[config.mk]
export PLATFORM = sky130hd
export DESIGN_NAME = hazard_ctrl_unit
export DESIGN_NICKNAME = d
export VERILOG_FILES = /design/src/rtl/hazard_ctrl_unit.sv
export SDC_FILE = /design/constraint.sdc
export NUM_CORES = 1
export LEC_CHECK = 0
export ABC_AREA = 1
export BUFFER_PORTS_ARGS = -buffer_cell sky130_fd_sc_hd__buf_2
export CAP_MARGIN = 20
export CELL_PAD_IN_SITES_DETAIL_PLACEMENT = 0
export CELL_PAD_IN_SITES_GLOBAL_PLACEMENT = 1
export CORE_UTILIZATION = 35
export CTS_BUF_LIST = sky130_fd_sc_hd__clkbuf_16
export DETAILED_ROUTE_END_ITERATION = 8
export PLACE_DENSITY = 0.9
export SKIP_LAST_GASP = 1
export SYNTH_ARGS = -nofsm -noshare
export SYNTH_HDL_FRONTEND = slang
export SYNTH_SLANG_ARGS = --single-unit
[constraint.sdc]
create_clock -name clk -period 3.4 [get_ports clk]
set_input_delay 0.68 -clock clk [delete_from_list [all_inputs] [get_ports clk]]
set_output_delay 0.68 -clock clk [all_outputs]
set_load 0.05 [all_outputs]
[src/rtl/hazard_ctrl_unit.sv]
// hazard_ctrl_unit: operand/store/CSR forwarding selects, load-use interlock,
// trap/CSR/standby/redirect/post-trap flush-stall generation and a saturating
// count of stall cycles. Selects and pipeline controls are combinational;
// only the FSM state, the load-use counter and the stall counter are registers.
module hazard_ctrl_unit #(
  parameter int NUM_SRC         = 2,
  parameter int FWD_STAGES      = 2,
  parameter int LOAD_USE_CYCLES = 1,
  parameter int STORE_SRC       = 1,
  parameter int CSR_ADDR_W      = 12,
  parameter int SEL_W           = 3
) (
  input  logic                             clk,
  input  logic                             reset_n,
  input  logic                             trap_done,
  input  logic                             csr_ready,
  input  logic                             standby_mode,
  input  logic                             pth_done_flush,
  input  logic                             redirect,
  input  logic [5*NUM_SRC-1:0]             id_rs,
  input  logic [NUM_SRC-1:0]               id_rs_used,
  input  logic [5*NUM_SRC-1:0]             ex_rs,
  input  logic [NUM_SRC-1:0]               ex_rs_used,
  input  logic [4:0]                       ex_rd,
  input  logic                             ex_reg_we,
  input  logic                             ex_is_load,
  input  logic                             ex_is_store,
  input  logic [CSR_ADDR_W-1:0]            ex_csr_addr,
  input  logic [5*FWD_STAGES-1:0]          fwd_rd,
  input  logic [FWD_STAGES-1:0]            fwd_reg_we,
  input  logic [FWD_STAGES-1:0]            fwd_csr_we,
  input  logic [CSR_ADDR_W*FWD_STAGES-1:0] fwd_csr_addr,
  output logic [SEL_W*NUM_SRC-1:0]         alu_fwd_sel,
  output logic [SEL_W-1:0]                 store_fwd_sel,
  output logic [SEL_W-1:0]                 csr_fwd_sel,
  output logic                             pc_stall,
  output logic                             IF_ID_stall,
  output logic                             ID_EX_stall,
  output logic                             EX_MEM_stall,
  output logic                             MEM_WB_stall,
  output logic                             IF_ID_flush,
  output logic                             ID_EX_flush,
  output logic                             EX_MEM_flush,
  output logic                             MEM_WB_flush,
  output logic [31:0]                      stall_cycles
);

  typedef enum logic [1:0] {
    RUN       = 2'd0,
    LU_STALL  = 2'd1,
    SYS_STALL = 2'd2
  } state_t;

  // Remaining LU_STALL cycles after the first interlock cycle (at most 2).
  localparam logic [1:0] LU_INIT = 2'((LOAD_USE_CYCLES > 1) ? (LOAD_USE_CYCLES - 2) : 0);

  state_t      state_r, state_nxt_s;
  state_t      ret_state_r, ret_state_nxt_s;
  state_t      eff_state_s;
  logic [1:0]  lu_cnt_r, lu_cnt_nxt_s;
  logic [SEL_W*NUM_SRC-1:0] alu_sel_s;
  logic        lu_hit_s;
  logic        sys_busy_s;

  // Per-source operand forwarding: iterate oldest-to-youngest so the youngest match wins.
  always_comb begin
    alu_sel_s = '0;
    for (int i = 0; i < NUM_SRC; i++) begin
      for (int k = FWD_STAGES - 1; k >= 0; k--) begin
        alu_sel_s[SEL_W*i +: SEL_W] =
          (fwd_reg_we[k] && (fwd_rd[5*k +: 5] != 5'd0) &&
           (fwd_rd[5*k +: 5] == ex_rs[5*i +: 5]) && ex_rs_used[i])
          ? SEL_W'(k + 1) : alu_sel_s[SEL_W*i +: SEL_W];
      end
    end
  end

  // Store data takes its select from the store-data source; that ALU lane is then parked on the register file.
  always_comb begin
    alu_fwd_sel   = alu_sel_s;
    store_fwd_sel = {SEL_W{1'b0}};
    if (ex_is_store) begin
      alu_fwd_sel[SEL_W*STORE_SRC +: SEL_W] = {SEL_W{1'b0}};
      store_fwd_sel = alu_sel_s[SEL_W*STORE_SRC +: SEL_W];
    end else begin
      store_fwd_sel = {SEL_W{1'b0}};
    end
  end

  // CSR read forwarding: youngest producer writing the same CSR address wins (no zero exclusion).
  always_comb begin
    csr_fwd_sel = {SEL_W{1'b0}};
    for (int k = FWD_STAGES - 1; k >= 0; k--) begin
      csr_fwd_sel = (fwd_csr_we[k] && (fwd_csr_addr[CSR_ADDR_W*k +: CSR_ADDR_W] == ex_csr_addr))
                    ? SEL_W'(k + 1) : csr_fwd_sel;
    end
  end

  // Load-use detection: EX load writing a nonzero register that an ID source reads.
  always_comb begin
    lu_hit_s = 1'b0;
    for (int i = 0; i < NUM_SRC; i++) begin
      lu_hit_s = lu_hit_s | (id_rs_used[i] && (id_rs[5*i +: 5] == ex_rd));
    end
    lu_hit_s = lu_hit_s && ex_is_load && ex_reg_we && (ex_rd != 5'd0);
  end

  assign sys_busy_s  = !trap_done || !csr_ready;
  // While frozen in SYS_STALL the saved state decides what happens once the freeze lifts.
  assign eff_state_s = (state_r == SYS_STALL) ? ret_state_r : state_r;

  // Prioritised stall/flush generation and next-state logic.
  always_comb begin
    pc_stall        = 1'b0;
    IF_ID_stall     = 1'b0;
    ID_EX_stall     = 1'b0;
    EX_MEM_stall    = 1'b0;
    MEM_WB_stall    = 1'b0;
    IF_ID_flush     = 1'b0;
    ID_EX_flush     = 1'b0;
    EX_MEM_flush    = 1'b0;
    MEM_WB_flush    = 1'b0;
    state_nxt_s     = eff_state_s;
    ret_state_nxt_s = ret_state_r;
    lu_cnt_nxt_s    = lu_cnt_r;
    if (!reset_n) begin
      state_nxt_s     = RUN;
      ret_state_nxt_s = RUN;
      lu_cnt_nxt_s    = 2'd0;
    end else if (pth_done_flush) begin
      IF_ID_flush  = 1'b1;
      ID_EX_flush  = 1'b1;
      EX_MEM_flush = 1'b1;
      MEM_WB_flush = 1'b1;
      state_nxt_s  = RUN;
      lu_cnt_nxt_s = 2'd0;
    end else if (sys_busy_s) begin
      pc_stall        = 1'b1;
      IF_ID_stall     = 1'b1;
      ID_EX_stall     = 1'b1;
      EX_MEM_stall    = 1'b1;
      MEM_WB_stall    = 1'b1;
      state_nxt_s     = SYS_STALL;
      ret_state_nxt_s = eff_state_s;
    end else if (standby_mode) begin
      pc_stall    = 1'b1;
      IF_ID_stall = 1'b1;
      ID_EX_stall = 1'b1;
      state_nxt_s = eff_state_s;
    end else if (redirect) begin
      IF_ID_flush  = 1'b1;
      ID_EX_flush  = 1'b1;
      state_nxt_s  = RUN;
      lu_cnt_nxt_s = 2'd0;
    end else begin
      case (eff_state_s)
        RUN: begin
          if (lu_hit_s) begin
            pc_stall    = 1'b1;
            IF_ID_stall = 1'b1;
            ID_EX_flush = 1'b1;
            if (LOAD_USE_CYCLES > 1) begin
              state_nxt_s  = LU_STALL;
              lu_cnt_nxt_s = LU_INIT;
            end else begin
              state_nxt_s  = RUN;
            end
          end else begin
            state_nxt_s = RUN;
          end
        end
        LU_STALL: begin
          pc_stall    = 1'b1;
          IF_ID_stall = 1'b1;
          ID_EX_flush = 1'b1;
          if (lu_cnt_r == 2'd0) begin
            state_nxt_s = RUN;
          end else begin
            state_nxt_s  = LU_STALL;
            lu_cnt_nxt_s = lu_cnt_r - 2'd1;
          end
        end
        default: begin
          state_nxt_s  = RUN;
          lu_cnt_nxt_s = 2'd0;
        end
      endcase
    end
  end

  // FSM state, saved return state and load-use counter registers.
  always_ff @(posedge clk or negedge reset_n) begin
    if (!reset_n) begin
      state_r     <= RUN;
      ret_state_r <= RUN;
      lu_cnt_r    <= 2'd0;
    end else begin
      state_r     <= state_nxt_s;
      ret_state_r <= ret_state_nxt_s;
      lu_cnt_r    <= lu_cnt_nxt_s;
    end
  end

  // Saturating performance counter of cycles in which the front or back of the pipe is held.
  always_ff @(posedge clk or negedge reset_n) begin
    if (!reset_n) begin
      stall_cycles <= 32'd0;
    end else if ((pc_stall || MEM_WB_stall) && (stall_cycles != 32'hFFFF_FFFF)) begin
      stall_cycles <= stall_cycles + 32'd1;
    end else begin
      stall_cycles <= stall_cycles;
    end
  end

endmodule

==> results by group <==
Logic synthesis
  • Primary FF master, synth: dfrtp_1
  • Yosys top cell by area: dfrtp_1
  • Synthesized area: 0.00338 mm²
  • Avg Cell Area, Syn: 6.41 µm²
  • Synthesized flop and latch total: 38
  • Synth top cells by count: 182 x nand2_1, 57 x inv_1, 55 x nor2_1
  • Top cell type's share of synthesized area: 0.281
  • Most common cell in the netlist: nand2_1
  • Top area cells in the synthesized netlist: dfrtp_1 28%, nand2_1 20%, xor2_1 8.0%
  • Distinct cells, synth: 37
  • Asr flop ratio synth: 1.00
  • YS warnings: 0
  • Post-synth EDFFs: 0
  • Post-synthesis sequential area ratio: 0.281
  • Mapped Cells: between 500 and 600

GRT
  • Initial antenna violation count: 0
  • Global route total overflow: 0
  • First-pass GRT wire length: approximately 16 mm
  • GRT Total Usage: 0.201
  • Largest net degree at the start of global routing: 40
  • Number of global-route vias before repair: 3617

Placed design
  • Dpl hpwl: 7.91 mm
  • Number of port buffers: 137
  • Place WS: approximately 0.68 ns
  • Placer congestion estimate: 0.918

Timing
  • Least-Margin Pin Slew: 0.506 ns
  • RSZ-0062 raised after global routing: no
  • Slew Viols, Final: 0
  • Fin crit share: 0.798
  • Setup violators final: 0
  • Clk_skew: 0.00568 ns
  • Setup TNS: 0 ns
  • Fmax: roughly 370 MHz
  • Fin Hold WS: roughly 0.48 ns
  • Final Critical Period: 2.71 ns
  • Worst slew margin relative to its limit: 0.663
  • Hold Vio Cnt, Final: 0
  • Final Worst Setup Slack: 0.685 ns

Clock tree
  • CTS tree: built
  • Setup bufs post-CTS: 0
  • Cts bufs inserted: 5
  • CTS sink cnt: 38
  • Clock tree buffer depth: 2
  • H-tree lvl count: 2
  • Post-cts resize count: 0
  • # hold bufs at CTS: 0
  • Clock root cell: clkbuf_16
  • Clk pin slew, worst setup/hold paths: 0.06 ns
  • Worst-Skew Late Latency: 0.29 ns

Pwr
  • Cell leakage power: 2.45 nW
  • Cell Pwr Density: 355 mW/mm²
  • VDD IR max: 0.367 mV

Final layout
  • Fillers: approximately 1000
  • Area of the multi-input gates: 0.00211 mm²
  • Nets: ~750
  • Final Util: 0.468
  • Diode count: 0
  • Reg area: 951 µm²
  • Layout cell share with drive strength beyond 1: 0.245
  • Synthesis-to-layout area growth: 28.6%

Routing
  • DRT Wirelength: approximately 10 mm
  • Antenna-violating nets left: 0
  • Starting DRT DRC Count: 139
  • Drt drc: 0
  • Vias: 3792
  • DR WL/cell: 12.5 µm
  • Vias per cell: 4.79
  • DR pass1 iterations: 5

Worst setup path
  • Critical Path End Type: output port
  • WS Path Type: in2out
  • CP required: 2.72 ns
  • Worst EP arrival: 2.03 ns
  • CP max FO: 3
  • Reg2reg setup slack: around 1.2 ns
  • CP Launch Type: input pin

Flow run
  • Max-Cap Viols: 0

Floorplanning
  • Die X: approximately 100 µm
  • Initial core utilization: 0.364
  • Core area: 0.00928 mm²
  • Core Rows: 35
  • IO Pins: about 140
  • Die area: 0.0100 mm²
  • Die Y: between 100 and 150 µm

Status
  • Status: completed

Worst hold path
  • Hold/Removal Path Class: reg2reg
## area by class of cell
class                      count  share of cell area
clock buffer                   5              0.0288
tap                          129              0.0372
sequential                    38               0.219
inverter                      58              0.0501
timing repair buffer         140               0.163
multi-input combinational    418               0.486
clock inverter                 3              0.0158
## flip-flops by register name, summed over array words and instances, names as in the netlist
register	cells
lu_cnt_r	2
ret_state_r	2
stall_cycles	32
state_r	2
## per-stage QoR
stage | cells | cell area [µm²] | total power, mW
after floorplan | 530 | 3400 | 0.795
after global placement | 783 | 4150 | 0.921
after detailed placement | 783 | 4150 | 0.929
after CTS | 791 | 4340 | 1.55
after global routing | 791 | 4340 | 1.61
final | 791 | 4340 | 1.54
## power by group
part           internal [mW]  switching, mW
logic                  0.125          0.284
registers              0.477         0.0355
clock network          0.422          0.197
## critical path, cell delays in order
cell and delay [ns]:
buf_2 0.11, inv_1 0.08, nand2_1 0.07, o41ai_1 0.42
nand3b_1 0.22, nand2_1 0.09, nor2_1 0.10, buf_2 0.27
## placed cells by master, fill, tap and decap left out, types with 4 or more instances in the layout
cell	n
nand2_1	182
buf_2	137
inv_1	57
nor2_1	55
nand3_1	48
dfrtp_1	38
xor2_1	31
nor3_1	19
xnor2_1	12
o21ai_0	10
nand4_1	7
a21oi_1	6
nand3b_1	5
clkbuf_16	5
a221oi_1	4
a211oi_1	4
o22ai_1	4
conb_1	4
## path summary, 6_finish.rpt
path | to | startpoint | cells past startpoint
max in group asynchronous | stall_cycles[11] | reset_n | 2
worst min-delay path | lu_cnt_r[1] | lu_cnt_r[1] | 2
min in group asynchronous | stall_cycles[5] | reset_n | 2
worst min register to register | lu_cnt_r[1] | lu_cnt_r[1] | 2
worst max-delay path | alu_fwd_sel[4] | fwd_rd[1] | 8
worst max register to register | stall_cycles[6] | stall_cycles[1] | 9
## cell families after synthesis
kind of cell | count (synthesis) | share of synthesized area
and+or+nand+nor | 331 | 0.424
DFF | 38 | 0.281
other | 1 | 0.00111
AOI/OAI and AO/OA | 38 | 0.0756
adders and majority gates | 2 | 0.00741
buffers and inverters | 74 | 0.0989
xor gates and xnor gates | 43 | 0.111
## layer usage
metal  up-vias  share of wire  wire length [µm]  GRT usage
li1       1955              -                 -          -
met1      1703           0.47              4670      0.272
met2       118           0.45              4410      0.326
met3        16          0.062               608     0.0348
met4         0          0.017               169     0.0613
met5         -              0                 0          0
Note: power is estimated with default switching activity, not from simulation.
